$ cat config.mk
export PLATFORM = sky130hd
export DESIGN_NAME = serial_subtractor_calc
export DESIGN_NICKNAME = d
export VERILOG_FILES = /design/src/rtl/calc_pkg.sv /design/src/rtl/debounce.sv /design/src/rtl/segment_decoder.sv /design/src/rtl/serial_subtractor_4bit.sv /design/src/rtl/serial_subtractor_calc.sv
export SDC_FILE = /design/constraint.sdc
export NUM_CORES = 1
export LEC_CHECK = 0
export BUFFER_PORTS_ARGS = -buffer_cell sky130_fd_sc_hd__buf_2
export CORE_UTILIZATION = 25
export DETAILED_ROUTE_END_ITERATION = 10
export GPL_ROUTABILITY_DRIVEN = 0
export PLACE_DENSITY = 0.45
export SKIP_CTS_REPAIR_TIMING = 1
export SYNTH_ARGS = -nofsm -noshare
export SYNTH_HDL_FRONTEND = slang
export SYNTH_SLANG_ARGS = --single-unit
$ cat constraint.sdc
create_clock -name clk -period 2.1 [get_ports clk]
set_clock_uncertainty 0.05 [all_clocks]
set_input_delay 0.21 -clock clk [delete_from_list [all_inputs] [get_ports clk]]
set_output_delay 0.21 -clock clk [all_outputs]
set_load 0.02 [all_outputs]
$ cat src/rtl/calc_pkg.sv
// Shared definitions for the button-driven 4-bit calculators.
// This includes the FSM encoding, the operand width and the seven-segment glyphs.
package calc_pkg;

  localparam int W        = 4;
  localparam int DB_DEPTH = 4;  // clocks a raw button level must hold before it is accepted

  typedef enum logic [1:0] {
    S_A    = 2'd0,
    S_B    = 2'd1,
    S_CALC = 2'd2,
    S_SHOW = 2'd3
  } state_t;

  // Active-high glyphs, bit order {dp,g,f,e,d,c,b,a}
  function automatic logic [7:0] seg_pattern(input logic [3:0] digit);
    logic [7:0] pat;
    case (digit)
      4'd0:    pat = 8'h3F;
      4'd1:    pat = 8'h06;
      4'd2:    pat = 8'h5B;
      4'd3:    pat = 8'h4F;
      4'd4:    pat = 8'h66;
      4'd5:    pat = 8'h6D;
      4'd6:    pat = 8'h7D;
      4'd7:    pat = 8'h07;
      4'd8:    pat = 8'h7F;
      4'd9:    pat = 8'h6F;
      default: pat = 8'h00;
    endcase
    return pat;
  endfunction

endpackage

$ cat src/rtl/debounce.sv
// Button debouncer with a two-flop synchronizer and a stability counter.
// It emits a single-cycle pulse when a press becomes stable. The reset is synchronous and active-low.
module debounce #(
  parameter int DEPTH = 4
) (
  input  logic clk,
  input  logic rst_n,
  input  logic i_raw,
  output logic o_pulse
);
  localparam int CW = $clog2(DEPTH) + 1;
  localparam logic [CW-1:0] CNT_MAX = CW'(DEPTH - 1);
  localparam logic [CW-1:0] CNT_ONE = CW'(1);

  logic [1:0]    r_sync;
  logic          r_stable;
  logic [CW-1:0] r_cnt;
  logic          r_pulse;

  // Accept a new level only after it has differed from the stable level for DEPTH clocks
  always_ff @(posedge clk) begin
    if (!rst_n) begin
      r_sync   <= 2'b00;
      r_stable <= 1'b0;
      r_cnt    <= '0;
      r_pulse  <= 1'b0;
    end else begin
      r_sync  <= {r_sync[0], i_raw};
      r_pulse <= 1'b0;
      if (r_sync[1] != r_stable) begin
        if (r_cnt == CNT_MAX) begin
          r_stable <= r_sync[1];
          r_cnt    <= '0;
          r_pulse  <= r_sync[1];
        end else begin
          r_cnt <= r_cnt + CNT_ONE;
        end
      end else begin
        r_cnt <= '0;
      end
    end
  end

  assign o_pulse = r_pulse;
endmodule

$ cat src/rtl/segment_decoder.sv
// Splits a 0..15 value into a tens digit and a units digit.
// Each digit is driven out as a seven-segment glyph.
module segment_decoder
  import calc_pkg::*;
(
  input  logic [3:0] i_num,
  output logic [7:0] o_seg_tens,
  output logic [7:0] o_seg_units
);
  // Two-digit split of a 4-bit value
  always_comb begin
    o_seg_tens  = seg_pattern(4'd0);
    o_seg_units = seg_pattern(i_num);
    if (i_num >= 4'd10) begin
      o_seg_tens  = seg_pattern(4'd1);
      o_seg_units = seg_pattern(i_num - 4'd10);
    end else begin
      o_seg_tens  = seg_pattern(4'd0);
      o_seg_units = seg_pattern(i_num);
    end
  end
endmodule

$ cat src/rtl/serial_subtractor_4bit.sv
// Bit-serial ripple-borrow subtractor that processes one bit per clock, LSB first.
// done pulses for one cycle once all four bits have been shifted.
module serial_subtractor_4bit
  import calc_pkg::*;
(
  input  logic         clk,
  input  logic         rst,
  input  logic         start,
  input  logic [W-1:0] a,
  input  logic [W-1:0] b,
  input  logic         bin,
  output logic [W-1:0] diff,
  output logic         bout,
  output logic         done
);
  logic [W-1:0] r_a, r_b, r_d;
  logic [1:0]   r_cnt;
  logic         r_br, r_run, r_done;
  logic         w_d, w_br_next;

  assign w_d       = r_a[0] ^ r_b[0] ^ r_br;
  assign w_br_next = (~r_a[0] & r_b[0]) | (~(r_a[0] ^ r_b[0]) & r_br);

  // Operand load on start, then four shift steps
  always_ff @(posedge clk) begin
    if (rst) begin
      r_a    <= '0;
      r_b    <= '0;
      r_d    <= '0;
      r_cnt  <= 2'd0;
      r_br   <= 1'b0;
      r_run  <= 1'b0;
      r_done <= 1'b0;
    end else begin
      r_done <= 1'b0;
      if (start) begin
        r_a   <= a;
        r_b   <= b;
        r_d   <= '0;
        r_br  <= bin;
        r_cnt <= 2'd0;
        r_run <= 1'b1;
      end else if (r_run) begin
        r_d   <= {w_d, r_d[W-1:1]};
        r_a   <= {1'b0, r_a[W-1:1]};
        r_b   <= {1'b0, r_b[W-1:1]};
        r_br  <= w_br_next;
        r_cnt <= r_cnt + 2'd1;
        if (r_cnt == 2'd3) begin
          r_run  <= 1'b0;
          r_done <= 1'b1;
        end
      end
    end
  end

  assign diff = r_d;
  assign bout = r_br;
  assign done = r_done;
endmodule

$ cat src/rtl/serial_subtractor_calc.sv
// Button-driven 4-bit subtraction calculator.
// It takes A, then B, runs the serial engine and shows A - B - bin on two digits.
module serial_subtractor_calc
  import calc_pkg::*;
(
  input  logic         clk,
  input  logic         rst,
  input  logic [W-1:0] Input,
  input  logic         btn,
  input  logic         bin,
  output logic [7:0]   seg1,
  output logic [7:0]   seg2,
  output logic         bin_status,
  output logic         bout,
  output logic         busy
);
  state_t       r_state, w_next_state;
  logic [W-1:0] r_num_a, r_show_number, w_diff;
  logic         r_bin_status, r_bout, r_busy;
  logic         w_rst_n, w_change, w_bin_pulse, w_start, w_done, w_eng_bout, w_bin_allowed;

  assign w_rst_n = ~rst;

  debounce #(.DEPTH(DB_DEPTH)) u_db_btn (
    .clk(clk), .rst_n(w_rst_n), .i_raw(btn), .o_pulse(w_change)
  );
  debounce #(.DEPTH(DB_DEPTH)) u_db_bin (
    .clk(clk), .rst_n(w_rst_n), .i_raw(bin), .o_pulse(w_bin_pulse)
  );

  // The engine takes B straight from the switches and borrow-in from the pre-toggle flag
  serial_subtractor_4bit u_engine (
    .clk(clk), .rst(rst), .start(w_start), .a(r_num_a), .b(Input),
    .bin(r_bin_status), .diff(w_diff), .bout(w_eng_bout), .done(w_done)
  );

  segment_decoder u_seg (
    .i_num(r_show_number), .o_seg_tens(seg1), .o_seg_units(seg2)
  );

  // State register
  always_ff @(posedge clk) begin
    if (rst) begin
      r_state <= S_A;
    end else begin
      r_state <= w_next_state;
    end
  end

  // Next-state logic
  always_comb begin
    w_next_state = r_state;
    case (r_state)
      S_A:     w_next_state = w_change ? S_B : S_A;
      S_B:     w_next_state = w_change ? S_CALC : S_B;
      S_CALC:  w_next_state = w_done ? S_SHOW : S_CALC;
      S_SHOW:  w_next_state = w_change ? S_A : S_SHOW;
      default: w_next_state = S_A;
    endcase
  end

  // Per-state control strobes
  always_comb begin
    w_start       = 1'b0;
    w_bin_allowed = 1'b1;
    case (r_state)
      S_B:     begin w_start = w_change; w_bin_allowed = 1'b1; end
      S_CALC:  begin w_start = 1'b0;     w_bin_allowed = 1'b0; end
      default: begin w_start = 1'b0;     w_bin_allowed = 1'b1; end
    endcase
  end

  // Operand, display and flag registers
  always_ff @(posedge clk) begin
    if (rst) begin
      r_num_a       <= '0;
      r_show_number <= '0;
      r_bout        <= 1'b0;
      r_busy        <= 1'b0;
      r_bin_status  <= 1'b0;
    end else begin
      if (w_bin_pulse && w_bin_allowed) begin
        r_bin_status <= ~r_bin_status;
      end
      case (r_state)
        S_A: if (w_change) begin
          r_num_a       <= Input;
          r_show_number <= Input;
        end
        S_B: if (w_change) begin
          r_show_number <= Input;
          r_busy        <= 1'b1;
        end
        S_CALC: if (w_done) begin
          r_show_number <= w_diff;
          r_bout        <= w_eng_bout;
          r_busy        <= 1'b0;
        end
        S_SHOW: if (w_change) begin
          r_num_a       <= '0;
          r_show_number <= '0;
          r_bout        <= 1'b0;
        end
        default: r_busy <= 1'b0;
      endcase
    end
  end

  assign bin_status = r_bin_status;
  assign bout       = r_bout;
  assign busy       = r_busy;
endmodule

Yosys cells after proc, flatten, opt, wreduce, memory -nomap -nowiden
Memories as Yosys holds them, arrays and structs flattened. A register that Yosys moved wholly into a read port is not among the register bits.
Cells that the tools add are included.
{"block": "totals", "n_memories": 2, "in_bits": 8, "romBits": 224, "regBits": 44, "out_inout_bits": 19, "elab_cells": 105}
{"memory": "(no name shown)", "words": 16, "width": 7, "read_ports": 1, "rd_ports_with_merged_regs": 0, "wr": 0, "line_no": "calc_pkg.sv:18", "text": "case (digit)"}
{"memory": "(no name shown)", "words": 16, "width": 7, "read_ports": 1, "rd_ports_with_merged_regs": 1, "wr": 0, "line_no": "calc_pkg.sv:18"}
{"block": "op_classes", "reduce_logical": 19, "order_cmp": 1, "addsub": 4, "n_eq_ne": 13, "bitwise": 13, "muxes": 32}
{"op": "4-bit 2-to-1 mux", "n": 9}
{"op": "3-bit OR reduction", "n": 5}
{"op": "1-bit 2-to-1 mux", "n": 14}
{"op": "4-bit one-hot mux with 3 select lines", "n": 1}
{"op": "3-bit AND reduction", "n": 4}
{"op": "2-bit by 1-bit inequality test with 1-bit output (second input constant)", "n": 5}
{"op": "8-bit 2-to-1 mux", "n": 1}
{"op": "1-bit NOT", "n": 8}
{"op": "2-bit one-hot mux with 4 select lines", "n": 1}
{"op": "4-bit one-hot mux with 2 select lines", "n": 1}
{"op": "2-bit nonzero test", "n": 4}
{"op": "3-bit by 1-bit adder with 3-bit output (second input constant)", "n": 2}
{"op": "2-bit == test (second input constant)", "n": 3}
{"op": "3-bit by 2-bit == test with 1-bit output (second input constant)", "n": 2}
{"op": "6-bit 2-to-1 mux", "n": 1}
{"op": "4-bit greater-or-equal comparator (second input constant)", "n": 1}
{"op": "2-bit 2-to-1 mux", "n": 2}
{"op": "1-bit one-hot mux with 2 select lines", "n": 2}
{"op": "2-bit AND reduction", "n": 2}
{"op": "2-bit OR reduction", "n": 2}
{"op": "4-bit subtractor (second input constant)", "n": 1}
{"op": "2-bit by 1-bit adder with 2-bit output (second input constant)", "n": 1}
{"op": "1-bit AND", "n": 2}
{"op": "2-bit by 1-bit == test with 1-bit output (second input constant)", "n": 1}
{"op": "5 further kinds", "n": 7}

Longest topological paths before layout
Gate-level depths: netlist of run 1.
{"block": "logic_depth", "depth_word": 6, "depth_mapped": 12, "depth_no_buf": 11}

By module
A second synthesis of run 1 with hierarchy kept.
{"block": "unflattened", "cells_unflattened": 261, "area_unflattened_um2": 2401.1}
{"module": "serial_subtractor_4bit", "cells_per_inst": 72, "seq_area_each_um2": 340.3, "area_per_inst_um2": 740.7, "n_inst": 1}
{"module": "serial_subtractor_calc", "cells_per_inst": 78, "seq_area_each_um2": 260.2, "area_per_inst_um2": 655.6, "n_inst": 1}
{"module": "segment_decoder", "cells_per_inst": 73, "seq_area_each_um2": 0.0, "area_per_inst_um2": 509.2, "n_inst": 1}
{"module": "debounce", "cells_per_inst": 19, "seq_area_each_um2": 140.1, "area_per_inst_um2": 247.7, "n_inst": 2}

Worst setup path after synthesis of run 1
Ideal clock, no wire load.
{"block": "synth_timing", "path_type": "register -> register", "start": "register r_state[0]", "end": "register (tool-made name)", "stages_incl_launch_ff": 12, "slack_ns": -0.171, "setup_ns": 0.074, "n_path_buf": 2, "arrival_ns": 2.147, "synth_period_minus_slack_ns": 2.271, "t_required_ns": 1.976, "cell_sequence": "dfxtp_1 inv_1 ha_1 clkbuf_1 clkbuf_1 mux2i_1 nor2_1 a21oi_1 or2_2 ha_1 mux2_2 o21ai_0"}
{"item": "start: declaration", "line_no": "serial_subtractor_calc.sv:17", "text": "state_t r_state, w_next_state;"}
{"item": "start signal: assignment", "line_no": "serial_subtractor_calc.sv:46", "text": "r_state <= w_next_state;"}

==> results of run 1 <==
-- power by group through the flow --
stage / logic (mW) / registers, mW / clock network, mW
floorplan: 0.0402 / 0.995 / 0
global placement: 0.0516 / 0.996 / 0
detailed placement: 0.0520 / 0.996 / 0
CTS: 0.0519 / 0.973 / 0.644
global route: 0.0593 / 0.971 / 0.692
finish: 0.0529 / 0.970 / 0.624
-- logic make-up (layout without fill, tap and decap cells) --
kind of cell / Yosys count / count (layout) / synth area share
simple gates: 89 / 89 / 0.1699
fa+ha+maj: 23 / 23 / 0.1107
flops: 51 / 51 / 0.3829
compound gates: 57 / 57 / 0.1492
buf+inv: 42 / 82 / 0.07508
other cells: 2 / 5 / 0.002817
xor+xnor: 9 / 9 / 0.02957
mux: 21 / 21 / 0.07977
-- layer usage --
metal | share of wire | up-vias | track usage
li1 | - | 1062 | -
met1 | 0.48 | 920 | 0.1306
met4 | 0.017 | 0 | 0.04225
met3 | 0.023 | 9 | 0.02165
met5 | 0 | - | 0
met2 | 0.48 | 26 | 0.1729
-- per-stage QoR --
stage	utilization	instance area, um2	setup slack, ns
final	0.3301	3408	-0.007526
after global routing	0.3301	3408	-0.08071
after CTS	0.3049	3148	-0.1665
after detailed placement	0.2952	3048	-0.1298
after global placement	0.2952	3048	-0.1518
after floorplan	-	2695	0.003994
-- worst max-delay path by stage --
| stage | from | endpoint | slack, ns | cells after the start |
|---|---|---|---|---|
| 6_report | r_state[1] | flop | -0.008 | 11 |
| 5_1_grt | r_state[1] | flop | -0.08 | 11 |
| 2_1_floorplan | r_show_number[1] | seg2[3] | 0.004 | 7 |
| 3_3_place_gp | r_state[0] | flop | -0.15 | 9 |
| 4_1_cts | r_state[0] | flop | -0.17 | 10 |
| 3_5_place_dp | r_state[0] | flop | -0.13 | 9 |
-- cell type report --
cell class,instances,area share
sequential,51,0.3025
timing repair buffer,54,0.1079
inverter,20,0.02349
tap,136,0.04993
multi-input combinational,204,0.4868
clock buffer,8,0.02937
-- critical path, delay by kind of cell (launching register included) --
kind	cells	cell delay [ns]
compound gates	3	0.29
fa+ha+maj	2	0.43
flops	1	0.39
buf+inv	3	0.24
simple gates	3	0.66
-- synthesized netlist by cell type (2+ instances only) --
master,n
nor2b_1,12
o211ai_1,2
xor2_1,2
and2_1,3
nor2_1,34
a211oi_1,8
dfxtp_1,51
o31ai_1,3
nand3b_1,5
xnor2_1,7
mux2_2,2
conb_1,2
a21oi_1,15
inv_1,20
o21ai_0,13
ha_1,22
or3_1,2
clkbuf_1,8
nand2_1,17
nor4bb_1,2
nor3_1,4
buf_4,9
a21o_1,3
mux2i_1,19
nand2b_1,4
buf_1,3
==> results, run 1 <==
- The clock group share of total power is 0.379.
- The register clock-pin slew on the reported worst setup and hold paths is 0.09 ns.
- The max-capacitance violation count is 0.
- The via count of the first global-routing pass is 1936.
- Synthesis handed over a netlist of 294 instances.
- The time the worst path needs with I/O delays and setup is 2.108 ns.
- The mean instance size in the synthesized netlist is 9.069 um2.
- The worst hold path belongs to the class primary input to flop.
- The number of antenna diodes in the final layout is 0.
- The total area of multi-input combinational cells is 1659 um2.
- The worst hold path terminates at u_db_bin.r_sync[0].
- Summing internal, switching and leakage power gives 1.647 mW.
- The ratio of total power to cell area is 483.4 nW/um2.
- The horizontal extent of the die is 105.3 um.
- For this run the aggregate overflow at the end of global routing stands at 0.
- The vertical die dimension is 105.3 um.
- The post-layout net count is 367.
- The number of antenna violations at the first check in global routing is 0.
- The sort of element at the start of the critical path is a flop.
- The number of hold-slack violations in the final timing report is 0.
- The top cell type by total area after synthesis is dfxtp_1.
- Counting flops and latches in the post-synthesis netlist gives 51.
- The total via count in the routed design is 2017.
- CTS saw 51 sinks.
- Data on the critical path is required at its endpoint by 2.30 ns.
- The number of library cell types mapped by synthesis is 48.
- The worst setup path is captured at a flop.
- For this run, asynchronously set or reset flops after synthesis account for 0.
- The number of I/O pins is 27.
- The total placed cells including tap cells is 460.
- The core region area is 10320 um2.
- The wire length of the first global-routing pass is 9073 um.
- Leaving out fill and tap cells, the most frequent cells in the layout are dfxtp_1, nor2_1, buf_4.
- The TritonCTS buffer count is 5.
- The part of the total power dissipated in sequential elements is 0.589.
- The worst-skew pair later-pin latency is 0.31 ns.
- The slowest stage of the critical path is the dfxtp_4 cell.
- The master cell of the clock root buffer is clkbuf_8.
- For the worst setup path, the data arrival time is 2.30 ns.
- The hold slack is 0.05351 ns.
- The start point of the worst min-delay path is bin.
- Along the worst hold path, the cell count comes to 2.
- The effective utilization at floorplan is 0.2583.
- Based on the critical path, the design can be clocked at up to 474.5 MHz.
- In the final layout, the share of cells above drive strength 1 is 0.3175.
- The worst supply voltage drop on vdd is 0.0002069 V.
- The port buffer count is 21.
- Counting along the longest clock path gives a buffer depth of 2.
- The switching share of total power is 0.2183.
- The depth of the worst register-to-register path is 11.
- The post-synthesis cell area is 2666 um2.
- The final reports fail on setup timing.
- The share of synthesized area in the top cell type comes to 0.3829.
- The switching power is 359.7 uW.
- The final number of setup-violating endpoints is 2.
- The minimum setup slack in the final design is -0.007526 ns.
- The filler cells instantiated in the layout total 1073.
- The share of total power dissipated in combinational logic is 0.032.
- The number of max-slew violations in the final report is 0.
- The share of synthesized area occupied by flip-flops and latches is 0.3829.
- The leakage power is 1.307 nW.
- The type of the worst setup path is flop to flop.
- For this run, the leading register cell type out of synthesis is dfxtp_1.
- Leaving out filler cells and counting taps, the final layout contains 473.
- Sorting the synthesized cells by area gives the leading types as dfxtp_1, ha_1, mux2i_1, nor2_1, a21oi_1.
- The number of levels the H-tree was split into is 2.
- The startpoint identified for the worst register-to-register timing path is r_state[1].
- The area growth from synthesis to layout is 27.83%.
- The TritonCTS clock tree is built.
- For this run, the detailed router's first-pass iteration total came to 4.
- The final routed wirelength across all metal layers is 5579 um.
- The DRC violation count after routing is 0.
- The run finished, with violations left.
- The detailed router finished its first iteration with 55 violations.
- The library cell used most frequently in the layout, excluding fill and tap cells, is dfxtp_1.
- The setup check on the worst reg-to-reg path leaves a slack of -0.008 ns.
- Across every metal layer, demand over resource in global routing totals 0.1040.
- The half-perimeter wire length of the detailed placement result is 4066 um.
- The sum of negative setup slack is -0.01050 ns.
- Walking the worst path, the cells encountered are inv_4, ha_4, nor3_4, o21ai_4, nor2_4, a21oi_4, or2_4, buf_4, ha_4, inv_2, a21oi_2.
- Setup repair after global routing could not meet its margin everywhere.
- In this run the remaining antenna-violating nets after routing total 0.
- Along the worst path, the maximum fanout reaches 6.
- In this run the core area contains 37 standard-cell rows.
- The internal power is 1.288 mW.
- Yosys mapped a number of flops with a built-in enable equal to 0.
- Dividing the detail-routed via count by the number of cells gives 4.264.
- The synthesis warning total is 0.
- Entering global routing, the biggest net connects 23 pins.
- Registers take 1031 um2.
- The cell that appears most often on the critical path is ha_4.
- In this design, the stage delay of the slowest critical-path cell is 0.39 ns.
- The part of the cycle the worst path needs is 1.004.
- The die covers 11080 um2.
- The routed length per placed instance is 11.79 um.
Power figures use the tool's default switching activity.
==> run 2, diff against run 1 <==
- GPL_TIMING_DRIVEN: unset -> 0
==> run 2 against run 1 <==
The flow still finishes with violations (setup timing). Sequential cell count did not move. Die area did not move. Combinational power rose by 22%.
==> results, run 2 (synthesis results as in run 1) <==
- The flow ran to the end, but the final reports show violations.
- The final reports fail on setup timing.
- The library cell used most frequently in the layout, excluding fill and tap cells, is dfxtp_1.
- The leakage power is 1.371 nW (+5.0%).
- The vertical die dimension is 105.3 um (unchanged).
- The master cell of the clock root buffer is clkbuf_8.
- The sum of negative setup slack was -0.1520 ns (-0.1415 ns).
- The final number of setup-violating endpoints is 5 (+3).
- The worst-skew pair later-pin latency is 0.30 ns (about the same).
- The half-perimeter wire length of the detailed placement result was 4167 um (+2.5%).
- The worst hold path class is primary input to flop.
- The register clock-pin slew on the reported worst setup and hold paths came to 0.10 ns (about the same).
- The critical path arrival is 2.35 ns (+0.05 ns).
- The DRC violation count after routing is 0 (unchanged).
- Setup repair after global routing could not meet its margin everywhere.
- The part of the total power dissipated in sequential elements is 0.528 (-0.061).
- The number of fill cells is 1087 (+1.3%).
- The normalized max-slew margin is 0.5722.
- The post-route non-filler standard cell count is 484 (+2.3%).
- The worst setup slack before clock tree synthesis is -0.2885 ns (-0.1588 ns).
- The slew at the pin closest to its max-slew limit is 0.6417 ns.
- The layout cell share with drive strength beyond 1 is 0.3276 (+0.01008).
- The worst endpoint required time is 2.29 ns (about the same).
- Among all stages on the critical path, the largest delay is contributed by dfxtp_4.
- The launch point of the critical path is r_state[0].
- The max-capacitance violation count came to 0 (unchanged).
- The total cell area at the placement stage is 2970 um2 (-2.5%).
- The number of levels the H-tree was split into is 2 (unchanged).
- The floorplan row count is 37 (unchanged).
- The antenna diode instance count is 0 (unchanged).
- The part of the cycle the worst path needs came to 1.027 (+0.02345).
- The TritonCTS buffer count is 5 (unchanged).
- The number of hold-slack violations in the final timing report is 0 (unchanged).
- The pin count of the biggest net entering global routing is 16 (-30%).
- The time the worst path needs with I/O delays and setup was 2.157 ns (+0.04925 ns).
- The type of the worst setup path is flop to flop.
- The minimum setup slack in the final design is -0.05678 ns (-0.04925 ns).
- The number of nets with antenna violations after routing is 0 (unchanged).
- The wire length of the first global-routing pass is 9756 um (+7.5%).
- The final core utilization is 0.3436 (+0.01345).
- The number of DRC violations after detailed-routing iteration 0 was 77 (+40%).
- In the layout the commonest cells are dfxtp_1, buf_4, nor2_1.
- The length of the first detailed-routing pass in iterations was 4 (unchanged).
- The fraction of power consumed by combinational cells is 0.035 (+0.003).
- The cell area after layout is 3547 um2 (+4.1%).
- The final routed wirelength across all metal layers came to 6286 um (+13%).
- The fmax came to 463.7 MHz (-2.3%).
- The worst supply voltage drop on vdd is 0.0002724 V (+32%).
- The total via count in the routed design is 2135 (+5.9%).
- The worst setup path is captured at a flop.
- The critical path goes through ha_2, buf_6, o21ba_4, o31ai_4, a21oi_4, inv_2, ha_1, inv_1, mux2_2, o21ai_2.
- The reg2reg setup slack is -0.06 ns (-0.05 ns).
- The via count of the first global-routing pass is 1977 (+2.1%).
- The post-layout net count is 378 (+3.0%).
- The count of clock tree sinks is 51 (unchanged).
- The peak fanout along the critical path is 10 (+4).
- The TritonCTS clock tree is built.
- The number of antenna violations at the first check in global routing is 0 (unchanged).
- The maximum clock insertion buffer count is 2 (unchanged).
- The biggest cell delay along the critical path is 0.37 ns (-0.02 ns).
- The vias per cell is 4.411 (+3.4%).
- The die area came to 11080 um2 (unchanged).
- The internal power is 1.466 mW (+14%).
- The clock group share of total power is 0.437 (+0.058).
- The port buffer count was 21 (unchanged).
- The total placed cells including tap cells came to 454 (-1.3%).
- The final global-route overflow total is 0 (unchanged).
- The number of max-slew violations in the final report is 0 (unchanged).
- The ratio of total power to cell area came to 516.7 nW/um2 (+6.9%).
- The routed length per placed instance is 12.99 um (+10%).
- The aggregate global-route resource usage is 0.1111 (+0.007128).
- The total area of multi-input combinational cells came to 1678 um2 (+1.1%).
- The register cell area after layout came to 1039 um2 (+0.73%).
- The number of I/O pins came to 27 (unchanged).
- The depth of the worst register-to-register path is 10 (-1).
- The effective utilization at floorplan was 0.2583 (unchanged).
- The area added between synthesis and finish is 33.04%.
- The switching power is 366.7 uW (+1.9%).
- The horizontal extent of the die is 105.3 um (unchanged).
- The worst register-to-register path begins at r_state[0].
- The switching share of total power was 0.2001 (-0.01827).
- The core region area was 10320 um2 (unchanged).
- STA classifies the critical path startpoint as a flop.
## run 2: area by class of cell
class / instances / share of cell area
multi-input combinational: 204 / 0.4730
sequential: 51 / 0.2928
timing repair buffer: 44 / 0.08254
tap: 136 / 0.04797
buffer: 21 / 0.04233
inverter: 20 / 0.02399
clock buffer: 6 / 0.02046
clock inverter: 2 / 0.01693
## run 2: worst max-delay path: cells and delay by family, from the launching register on
kind | cells | cell delay (ns)
compound gates | 4 | 0.77
fa+ha+maj | 2 | 0.35
buf+inv | 3 | 0.29
flops | 1 | 0.37
mux | 1 | 0.26
## run 2: layer usage
metal  global-route usage  vias to the layer above  wire length, um
met4              0.04326                        0              104
li1                     -                     1083                -
met5                    0                        -                0
met1               0.1451                     1007             2989
met2               0.1809                       39             3020
met3              0.02041                        6              172
## run 2: worst min-delay path by stage
stage	slack, ns	cells after the start	startpoint	endpoint
after global placement	0.36	1	u_db_btn.r_cnt[0]	u_db_btn.r_cnt[0]
final	0.06	2	bin	u_db_bin.r_sync[0]
after detailed placement	0.36	1	u_db_btn.r_cnt[0]	u_db_btn.r_cnt[0]
after global routing	0.06	2	btn	u_db_btn.r_sync[0]
after floorplan	0.25	1	rst	r_show_number[3]
after CTS	0.06	2	bin	u_db_bin.r_sync[0]
## run 2: stage by stage
| stage | hold slack [ns] | power, mW |
|---|---|---|
| 2_1_floorplan | 0.2456 | 1.036 |
| 3_3_place_gp | 0.3582 | 1.058 |
| 3_5_place_dp | 0.3625 | 1.058 |
| 4_1_cts | 0.05823 | 1.866 |
| 5_1_grt | 0.06344 | 1.911 |
| 6_report | 0.06335 | 1.833 |
## run 2: power groups by stage
| stage | clock network (mW) | registers, mW | logic (mW) |
|---|---|---|---|
| CTS | 0.830 | 0.973 | 0.0626 |
| global route | 0.871 | 0.969 | 0.0708 |
| finish | 0.800 | 0.968 | 0.0647 |
| floorplan | 0 | 0.995 | 0.0402 |
| detailed placement | 0 | 0.996 | 0.0624 |
| global placement | 0 | 0.996 | 0.0623 |
